**config.mk**
```make
export PLATFORM = sky130hd
export DESIGN_NAME = aes_128_key_expand
export DESIGN_NICKNAME = d
export VERILOG_FILES = /design/src/rtl/aes_pkg.sv /design/src/rtl/aes_sbox_rom.sv /design/src/rtl/aes_128_key_expand.sv
export SDC_FILE = /design/constraint.sdc
export NUM_CORES = 2
export LEC_CHECK = 0
export BUFFER_PORTS_ARGS = -buffer_cell sky130_fd_sc_hd__clkbuf_2
export CORE_MARGIN = 2
export CORE_UTILIZATION = 25
export CTS_CLUSTER_SIZE = 30
export DETAILED_ROUTE_END_ITERATION = 10
export GPL_ROUTABILITY_DRIVEN = 0
export PLACE_DENSITY_LB_ADDON = 0.12
export SYNTH_ARGS = -nofsm -noshare
export SYNTH_HDL_FRONTEND = slang
export SYNTH_SLANG_ARGS = --single-unit
```
**constraint.sdc**
```tcl
create_clock -name clk -period 3.34 [get_ports clk]
set_clock_uncertainty 0.05 [all_clocks]
set_input_delay 0.668 -clock clk [delete_from_list [all_inputs] [get_ports clk]]
set_output_delay 0.668 -clock clk [all_outputs]
set_load 0.05 [all_outputs]
```
**src/rtl/aes_pkg.sv**
```systemverilog
// Shared definitions for the AES-128 key expansion block.
//   AES_NR     : number of AES-128 rounds (round keys 0..AES_NR are produced)
//   RCON_INIT  : round constant for the first expansion step
//   state_t    : key-expansion FSM encoding
//   key_t      : 128-bit key viewed as four 32-bit words, w0 in the MSBs
//   xtime      : multiply by x in GF(2^8), reduced by 8'h1B
//   rot_word   : AES RotWord, rotate a word left by one byte
package aes_pkg;

    localparam int         AES_NR    = 10;
    localparam logic [7:0] RCON_INIT = 8'h01;

    typedef enum logic [1:0] {
        ST_IDLE,
        ST_RDY,
        ST_SUB,
        ST_XOR
    } state_t;

    // Packed struct: the first member lands in the MSBs, so w0 is byte 0..3.
    typedef struct packed {
        logic [31:0] w0;
        logic [31:0] w1;
        logic [31:0] w2;
        logic [31:0] w3;
    } key_t;

    function automatic logic [7:0] xtime(input logic [7:0] b);
        return {b[6:0], 1'b0} ^ (b[7] ? 8'h1B : 8'h00);
    endfunction

    function automatic logic [31:0] rot_word(input logic [31:0] w);
        return {w[23:0], w[31:24]};
    endfunction

endpackage

```
**src/rtl/aes_sbox_rom.sv**
```systemverilog
// AES forward S-box as an 8->8 ROM with a registered output (one-cycle read).
//   clk  : clock
//   en   : read enable; data holds its last value while low
//   addr : input byte
//   data : S-box(addr), valid the cycle after addr/en are presented
module aes_sbox_rom (
    input  logic       clk,
    input  logic       en,
    input  logic [7:0] addr,
    output logic [7:0] data
);

    localparam logic [7:0] SBOX [256] = '{
        8'h63, 8'h7c, 8'h77, 8'h7b, 8'hf2, 8'h6b, 8'h6f, 8'hc5, 8'h30, 8'h01, 8'h67, 8'h2b, 8'hfe, 8'hd7, 8'hab, 8'h76,
        8'hca, 8'h82, 8'hc9, 8'h7d, 8'hfa, 8'h59, 8'h47, 8'hf0, 8'had, 8'hd4, 8'ha2, 8'haf, 8'h9c, 8'ha4, 8'h72, 8'hc0,
        8'hb7, 8'hfd, 8'h93, 8'h26, 8'h36, 8'h3f, 8'hf7, 8'hcc, 8'h34, 8'ha5, 8'he5, 8'hf1, 8'h71, 8'hd8, 8'h31, 8'h15,
        8'h04, 8'hc7, 8'h23, 8'hc3, 8'h18, 8'h96, 8'h05, 8'h9a, 8'h07, 8'h12, 8'h80, 8'he2, 8'heb, 8'h27, 8'hb2, 8'h75,
        8'h09, 8'h83, 8'h2c, 8'h1a, 8'h1b, 8'h6e, 8'h5a, 8'ha0, 8'h52, 8'h3b, 8'hd6, 8'hb3, 8'h29, 8'he3, 8'h2f, 8'h84,
        8'h53, 8'hd1, 8'h00, 8'hed, 8'h20, 8'hfc, 8'hb1, 8'h5b, 8'h6a, 8'hcb, 8'hbe, 8'h39, 8'h4a, 8'h4c, 8'h58, 8'hcf,
        8'hd0, 8'hef, 8'haa, 8'hfb, 8'h43, 8'h4d, 8'h33, 8'h85, 8'h45, 8'hf9, 8'h02, 8'h7f, 8'h50, 8'h3c, 8'h9f, 8'ha8,
        8'h51, 8'ha3, 8'h40, 8'h8f, 8'h92, 8'h9d, 8'h38, 8'hf5, 8'hbc, 8'hb6, 8'hda, 8'h21, 8'h10, 8'hff, 8'hf3, 8'hd2,
        8'hcd, 8'h0c, 8'h13, 8'hec, 8'h5f, 8'h97, 8'h44, 8'h17, 8'hc4, 8'ha7, 8'h7e, 8'h3d, 8'h64, 8'h5d, 8'h19, 8'h73,
        8'h60, 8'h81, 8'h4f, 8'hdc, 8'h22, 8'h2a, 8'h90, 8'h88, 8'h46, 8'hee, 8'hb8, 8'h14, 8'hde, 8'h5e, 8'h0b, 8'hdb,
        8'he0, 8'h32, 8'h3a, 8'h0a, 8'h49, 8'h06, 8'h24, 8'h5c, 8'hc2, 8'hd3, 8'hac, 8'h62, 8'h91, 8'h95, 8'he4, 8'h79,
        8'he7, 8'hc8, 8'h37, 8'h6d, 8'h8d, 8'hd5, 8'h4e, 8'ha9, 8'h6c, 8'h56, 8'hf4, 8'hea, 8'h65, 8'h7a, 8'hae, 8'h08,
        8'hba, 8'h78, 8'h25, 8'h2e, 8'h1c, 8'ha6, 8'hb4, 8'hc6, 8'he8, 8'hdd, 8'h74, 8'h1f, 8'h4b, 8'hbd, 8'h8b, 8'h8a,
        8'h70, 8'h3e, 8'hb5, 8'h66, 8'h48, 8'h03, 8'hf6, 8'h0e, 8'h61, 8'h35, 8'h57, 8'hb9, 8'h86, 8'hc1, 8'h1d, 8'h9e,
        8'he1, 8'hf8, 8'h98, 8'h11, 8'h69, 8'hd9, 8'h8e, 8'h94, 8'h9b, 8'h1e, 8'h87, 8'he9, 8'hce, 8'h55, 8'h28, 8'hdf,
        8'h8c, 8'ha1, 8'h89, 8'h0d, 8'hbf, 8'he6, 8'h42, 8'h68, 8'h41, 8'h99, 8'h2d, 8'h0f, 8'hb0, 8'h54, 8'hbb, 8'h16
    };

    // NOTE: the ROM read register has no reset; a resettable output would stop
    // the table and register from mapping onto a block RAM, and the consumer
    // only samples data one cycle after a qualified read.
    always_ff @(posedge clk) begin
        if (en) begin
            data <= SBOX[addr];
        end
    end

endmodule

```
**src/rtl/aes_128_key_expand.sv**
```systemverilog
// On-the-fly AES-128 round-key generator. A master key is latched on key_load;
// each accepted key_ready emits the next round key (0..NR) one cycle later.
// The following key is computed in the three-cycle gap after each emission:
// ST_SUB reads the S-box, ST_XOR folds the result into the staged key.
//   clk       : clock
//   kill      : synchronous active-high reset
//   key_load  : one-cycle strobe, latch key_in as the master key
//   key_in    : cipher key, byte 0 in [127:120]
//   key_ready : request for the next round key
//   round_key : last emitted round key (held between requests)
//   rk_valid  : one-cycle pulse when round_key is updated
//   rk_idx    : index of round_key (0..NR)
//   key_err   : sticky, a request arrived with no key staged; cleared by kill
module aes_128_key_expand
    import aes_pkg::*;
#(
    parameter int NR       = AES_NR,
    parameter int SBOX_LAT = 1      // only a one-cycle S-box is supported
) (
    input  logic         clk,
    input  logic         kill,
    input  logic         key_load,
    input  logic [127:0] key_in,
    input  logic         key_ready,
    output logic [127:0] round_key,
    output logic         rk_valid,
    output logic [3:0]   rk_idx,
    output logic         key_err
);

    localparam logic [3:0] LAST_IDX = 4'(NR);

    // The ST_SUB -> ST_XOR schedule assumes the ROM answers in one cycle.
    if (SBOX_LAT != 1) begin : g_sbox_lat_unsupported
    end

    state_t       state;
    state_t       state_next;
    logic [127:0] master;
    logic [127:0] staged;
    logic [7:0]   rcon;
    logic [3:0]   next_idx;

    // Request decode and next state.
    logic         emit;
    logic         err_pulse;
    logic         wrap;
    logic [127:0] emit_key;
    logic [3:0]   emit_idx;

    // NOTE: every output of this block is given a default before any branch so
    // no path leaves a value unassigned and no latch is inferred.
    always_comb begin
        state_next = state;
        emit       = 1'b0;
        err_pulse  = 1'b0;
        wrap       = 1'b0;
        emit_key   = staged;
        emit_idx   = next_idx;

        // A load in the same cycle as a request emits the new key as round 0.
        if (key_load) begin
            emit_key = key_in;
            emit_idx = '0;
        end

        if (key_ready) begin
            if (key_load || state == ST_RDY) begin
                emit = 1'b1;
            end else begin
                err_pulse = 1'b1;
            end
        end

        if (emit) begin
            wrap       = (emit_idx == LAST_IDX);
            state_next = wrap ? ST_RDY : ST_SUB;
        end else if (key_load) begin
            state_next = ST_RDY;
        end else begin
            case (state)
                ST_SUB:  state_next = ST_XOR;
                ST_XOR:  state_next = ST_RDY;
                default: state_next = state;
            endcase
        end
    end

    // NOTE: sequential state uses non-blocking assignments so every register
    // samples pre-edge values regardless of statement order.
    always_ff @(posedge clk) begin
        if (kill) begin
            state <= ST_IDLE;
        end else begin
            state <= state_next;
        end
    end

    // Next-key datapath, always derived from the key currently on round_key.
    key_t        cur;
    key_t        nxt;
    logic [31:0] rot_w3;
    logic [31:0] sub_word;
    logic [31:0] t_word;
    logic        sbox_en;

    assign cur     = key_t'(round_key);
    assign rot_w3  = rot_word(cur.w3);
    assign sbox_en = (state == ST_SUB);

    // Byte lanes of RotWord map straight through to SubWord.
    for (genvar i = 0; i < 4; i++) begin : g_sbox
        aes_sbox_rom u_sbox (
            .clk  (clk),
            .en   (sbox_en),
            .addr (rot_w3[8*i +: 8]),
            .data (sub_word[8*i +: 8])
        );
    end

    assign t_word = sub_word ^ {rcon, 24'h0};
    assign nxt.w0 = cur.w0 ^ t_word;
    assign nxt.w1 = cur.w1 ^ nxt.w0;
    assign nxt.w2 = cur.w2 ^ nxt.w1;
    assign nxt.w3 = cur.w3 ^ nxt.w2;

    always_ff @(posedge clk) begin
        if (kill) begin
            round_key <= '0;
            rk_valid  <= 1'b0;
            rk_idx    <= '0;
            key_err   <= 1'b0;
            master    <= '0;
            staged    <= '0;
            rcon      <= RCON_INIT;
            next_idx  <= '0;
        end else begin
            rk_valid <= emit;

            if (err_pulse) begin
                key_err <= 1'b1;
            end

            if (emit) begin
                round_key <= emit_key;
                rk_idx    <= emit_idx;
            end

            if (key_load) begin
                master   <= key_in;
                staged   <= key_in;
                rcon     <= RCON_INIT;
                next_idx <= '0;
            end

            // Later assignments override the plain-load defaults above.
            if (emit) begin
                if (wrap) begin
                    // Last round of the block: rewind for the next block.
                    staged   <= master;
                    rcon     <= RCON_INIT;
                    next_idx <= '0;
                end else begin
                    next_idx <= emit_idx + 4'd1;
                end
            end else if (!key_load && state == ST_XOR) begin
                staged <= nxt;
                rcon   <= xtime(rcon);
            end
        end
    end

endmodule

```
Word level (Yosys, flattened, before mapping). Memory sizes are Yosys's and may differ from the RTL's. A register that Yosys moved wholly into a read port is not among the register bits. Index checks and enable logic that the tools add are counted.

Register bits: 404. Bits in read-only memories: 8192. Bits of input ports: 132. Output and inout bits: 134. Word-level logic and storage cells: 53. Memories kept: 4.

Memories: (name not given) (words 256, bits a word 8, read ports 1, clocked after memory_dff 1, write ports 0, RTL line aes_sbox_rom.sv:37) `data <= SBOX[addr];`; (name not given) (words 256, bits a word 8, read ports 1, clocked after memory_dff 1, write ports 0, RTL line aes_sbox_rom.sv:37); (name not given) (words 256, bits a word 8, read ports 1, clocked after memory_dff 1, write ports 0, RTL line aes_sbox_rom.sv:37); (name not given) (words 256, bits a word 8, read ports 1, clocked after memory_dff 1, write ports 0, RTL line aes_sbox_rom.sv:37).

$add $sub $neg: 1. Equal/unequal tests: 4. Multiplexer cells: 21. Bitwise gates (word level): 10. Reduce and logical (&&, ||, !) cells: 4.

Operators with widths (number): $mux 128 (4); $xor 32x32->32 (5); $not 8->9 (4); $mux 8 (4); $mux 4 (3); $xor 8x5->8 (1); $mux 2 (3); $mux 1 (5); $mux 5 (1); $add 4x1->4 const B (1); $eq 2x2->1 const B (2); $eq 4x4->1 const B (1); $pmux 2 s2 (1); $reduce_bool 4->1 (1); $eq 2x1->1 const B (1); $logic_and 1x1->1 (1); $logic_not 1->1 (1); $logic_or 1x1->1 (1).

Depth between registers and ports, before layout.
Word-level depth: 7. Mapped depth: 15. Depth with buffers taken out: 9.

Hierarchy. Synthesis repeated with hierarchy kept, for this count alone.

Cell total of the unflattened synthesis: 4226. Area total of the unflattened synthesis: 32666.3 um2.

By module, submodules not included: aes_128_key_expand (instances 1, cells each 2108, area an instance 18669.2 um2, sequential area each 8087.8 um2); aes_sbox_rom at g_sbox[1].u_sbox ... (instances 3, cells each 515, area an instance 3419.5 um2, sequential area each 240.2 um2); aes_sbox_rom at g_sbox[0].u_sbox (instances 1, cells each 573, area an instance 3738.6 um2, sequential area each 240.2 um2).

Least setup slack after synthesis. Ideal clock, no wire load.

Kind: flip-flop to flip-flop. Start point: reg round_key[25]. End point: reg g_sbox[0].u_sbox.data[0], data pin. Library setup time: 0.259 ns. Arrival: 3.361 ns. Required time: 3.031 ns. Path slack: -0.330 ns. Cell stages (with the launch flop): 11. Path buffers: 2. Period minus slack after synthesis: 3.670 ns. Path through: dfxtp_1 > clkbuf_1 > clkbuf_1 > inv_1 > ha_1 > and2b_1 > nor2_1 > mux4_2 > and3_1 > a311o_1 > a211o_1.

Cells in the longest elaborated chain, start to end: 1.

RTL lines: start: declaration (RTL line aes_128_key_expand.sv:25) `output logic [127:0] round_key,`; start signal: assignment (RTL line aes_128_key_expand.sv:145) `round_key <= emit_key;`; $not 8->9 (not written as such) (RTL line aes_sbox_rom.sv:37); end: declaration (RTL line aes_sbox_rom.sv:10) `output logic [7:0] data`.

Every way passes these cells. A chain may end at the register's enable or synchronous reset.

Worst setup path in the final report.
Start point: reg round_key[17]. End point: reg g_sbox[3].u_sbox.data[1], data pin.

Cells in the longest elaborated chain, start to end: 1.

RTL lines (RTL line): $not 8->9 (not written as such) (aes_sbox_rom.sv:37); end: declaration (aes_sbox_rom.sv:10).

Every way passes these cells.

==> flow_summary_export.csv <==
group,metric,value,unit
synthesis,syn_nets,4605,
synthesis,synthCells,4411,
synthesis,ys_seq_elements,436,
final_layout,drive_above_1_share,16.0,%
worst_setup_path,r2r-start,"round_key[17]",
power,p_sw_share,38.3,%
floorplanning,io-pin-count,266,
synthesis,ys.warnings.count,0,
worst_setup_path,arrival,3.55,ns
synthesis,ys.flop_type,"dfxtp_1",
global_route,grt_usage,23.3,%
power,p_int,0.0115,W
route,drt-pass1-iter-count,6,
global_route,grt_pass1_wl,234000,um
synthesis,synth_area_leaders,"dfxtp_1 (25%), nor2_1 (6.6%), mux2i_1 (6.4%)",
synthesis,synth.avg_cell_area,7.31,um2
route,vias,35800,
synthesis,yosys.area.top_type,"dfxtp_1",
flow_run,maxCapViolations,0,
worst_setup_path,worstSetupPathType,"register to register",
clock_tree,numCtsBuffers,56,
sta,fin_crit_sh,95.9,%
worst_setup_path,cp.required,3.69,ns
hold_path,hold_path_class,"input port to register",
sta,rsz0062_at_grt,"no",
clock_tree,clockBufferDepth,3,
route,drt-vias-per-instance,5.70,
power,switchingPower,0.00711,W
clock_tree,clk_pin_slew,0.07,ns
status,status,"complete, no violations",
route,wl_per_cell,25.5,um
power,power,0.0186,W
final_layout,multi_input_area,21100,um2
sta,setup_ws,0.138,ns
floorplanning,die_area,132000,um2
worst_setup_path,critical_path.startpoint,"round_key[17]",
power,leakagePower,15.2,nW
power,clkPwrFrac,34.3,%
final_layout,num-fill-cells,13900,
worst_setup_path,crit_path_start_kind,"register",
sta,setup_viol,0,
clock_tree,ctsHtreeMaxLevel,2,
power,seq_power_share,32.4,%
worst_setup_path,cp-endpoint,"g_sbox[3].u_sbox.data[1]",
floorplanning,rows,131,
sta,max_slew.worst_pin.slew,1.10,ns
synthesis,synth_commonest_cells,"nor2_1 (564), nand2_1 (406), dfxtp_1 (404)",
hold_path,hold_start,"key_in[108]",
clock_tree,root_buffer,"clkbuf_16",
global_route,grt_antenna_before_repair,12,
sta,slew_headroom,26.9,%
placement,place_inst,6182,
route,antenna_left,0,
final_layout,final_cells,6290,
route,drt_iter0_drc,4686,
synthesis,yosysTopAreaCellShare,25.1,%
placement,port-buffer-count,265,
clock_tree,cts_resized,0,
worst_setup_path,r2r_slack,0.14,ns
sta,fmax,0.312,GHz
worst_setup_path,end_kind,"register",
floorplanning,start_util,25.2,%
worst_setup_path,ff2ff_path_depth,9,
clock_tree,cts_hold_buf,0,
placement,post-place-ws,0.295,ns
final_layout,area.sequential,9090,um2
floorplanning,die_w,363,um
route,wl,160000,um
route,drc_errors,0,
floorplanning,die-height,363,um
power,cellPowerDensity,482,nW/um2
synthesis,netlist_area,32200,um2
sta,final_max_slew_viol_count,0,
clock_tree,postCtsSetupBuffers,0,
clock_tree,tritoncts,"done",
worst_setup_path,r2r_end,"g_sbox[3].u_sbox.data[1]",
power,power_frac_comb,33.4,%
synthesis,async_reset_ff_share,0,%
sta,period_minus_slack,3.20,ns
global_route,grt.overflow.total,0,
global_route,grt_start_max_net_pins,115,
final_layout,utilization,30.2,%
power,ir_drop,0.000390,V
global_route,grt_pass1_vias,33500,
synthesis,synth_cell_types,83,
synthesis,yosysMostFrequentCell,"nor2_1",
sta,final_hold_viol_count,0,
clock_tree,cts_sinks,436,
clock_tree,clock_latency,0.67,ns
placement,dp_hpwl,115000,um
floorplanning,core,128000,um2
synthesis,ys_seq_area_share,28.1,%
synthesis,synth_edf_count,32,
worst_setup_path,path_max_fanout,19,
final_layout,final_net_count,4772,
final_layout,syn2layout_area_growth,19.5,%
-- critical path, stage by stage, from the launching register on --
cell	delay, ns
dfxtp_1	0.33
buf_4	0.29
ha_1	0.44
buf_4	0.20
nand2_1	0.08
o21ai_0	0.14
nor2_1	0.10
o311ai_0	0.72
o22ai_1	0.18
a311o_1	0.41
-- cells by family (layout without fill, tap and decap cells) --
group | count (synthesis) | count (layout) | share of synthesized area, %
and+or+nand+nor | 1586 | 1586 | 22.4
buffers and inverters | 532 | 747 | 6.63
DFF | 436 | 436 | 28.1
adders and majority gates | 64 | 64 | 2.47
muxes | 221 | 221 | 7.37
other | 0 | 2 | 0
AOI/OAI and AO/OA | 1437 | 1437 | 29.0
xor gates and xnor gates | 135 | 135 | 4.04
-- worst min-delay path by stage --
| stage | endpoint | slack (ns) | cells past startpoint |
|---|---|---|---|
| final | master[108] | 0.21 | 3 |
| after global routing | master[108] | 0.19 | 3 |
| after CTS | master[91] | 0.17 | 3 |
| after detailed placement | master[111] | 0.41 | 2 |
| after global placement | master[102] | 0.41 | 2 |
| after floorplan | master[107] | 0.40 | 2 |
-- layout make-up --
cell class / instances / share of cell area [%]
multi-input cells: 3443 / 54.8
clock inverters: 26 / 0.594
flip-flops and latches: 436 / 23.6
inverters: 79 / 0.770
clock buffers: 80 / 4.40
repair buffers: 562 / 10.4
diodes: 2 / 0.0130
well taps: 1662 / 5.40
-- cells in the final DEF (no fill, tap or decap), types with 49 or more instances in the layout --
cell type / synthesis / routed
mux2i_1: 206 / 206
a22oi_1: 49 / 49
nand3_1: 88 / 88
dfxtp_1: 404 / 384
ha_1: 62 / 62
inv_1: 69 / 69
a21oi_1: 386 / 386
clkbuf_2: 0 / 263
nand2b_1: 129 / 128
a31oi_1: 65 / 65
a211oi_1: 216 / 216
xor2_1: 71 / 71
nor2b_1: 87 / 86
xnor2_1: 56 / 56
o21ai_0: 293 / 292
nor2_1: 564 / 561
nor3_1: 174 / 174
o22ai_1: 54 / 54
o211ai_1: 57 / 57
clkbuf_16: 0 / 60
buf_4: 2 / 263
nand2_1: 406 / 405
-- registers in the layout, summed over array words and instances (netlist names) --
| register | count |
|---|---|
| key_err | 1 |
| rcon | 8 |
| master | 128 |
| rk_idx | 4 |
| round_key | 128 |
| next_idx | 4 |
| g_sbox.u_sbox.data | 32 |
| rk_valid | 1 |
| staged | 128 |
| state | 2 |
-- power by group through the flow --
stage | registers (W) | clock network (W) | logic [W]
floorplan | 0.00633 | 0 | 0.00347
global placement | 0.00613 | 0 | 0.00616
detailed placement | 0.00612 | 0 | 0.00604
CTS | 0.00601 | 0.00657 | 0.00607
global route | 0.00605 | 0.00675 | 0.00660
finish | 0.00601 | 0.00636 | 0.00620
-- routing by layer --
metal	GRT usage (%)	up-vias	part of all wire, %
met5	0	-	0.059
met4	9.37	14	4.5
met3	4.77	411	9.0
met2	34.5	2035	42
met1	32.7	17000	45
li1	-	16400	-
-- metrics by stage --
stage               area [um2]  hold slack [ns]  setup TNS, ns
finish                   38500            0.210              0
global route             38500            0.193              0
CTS                      38500            0.171              0
detailed placement       36600            0.412              0
global placement         36600            0.408              0
floorplan                32200            0.400        -0.0998
Power figures use the tool's default switching activity.
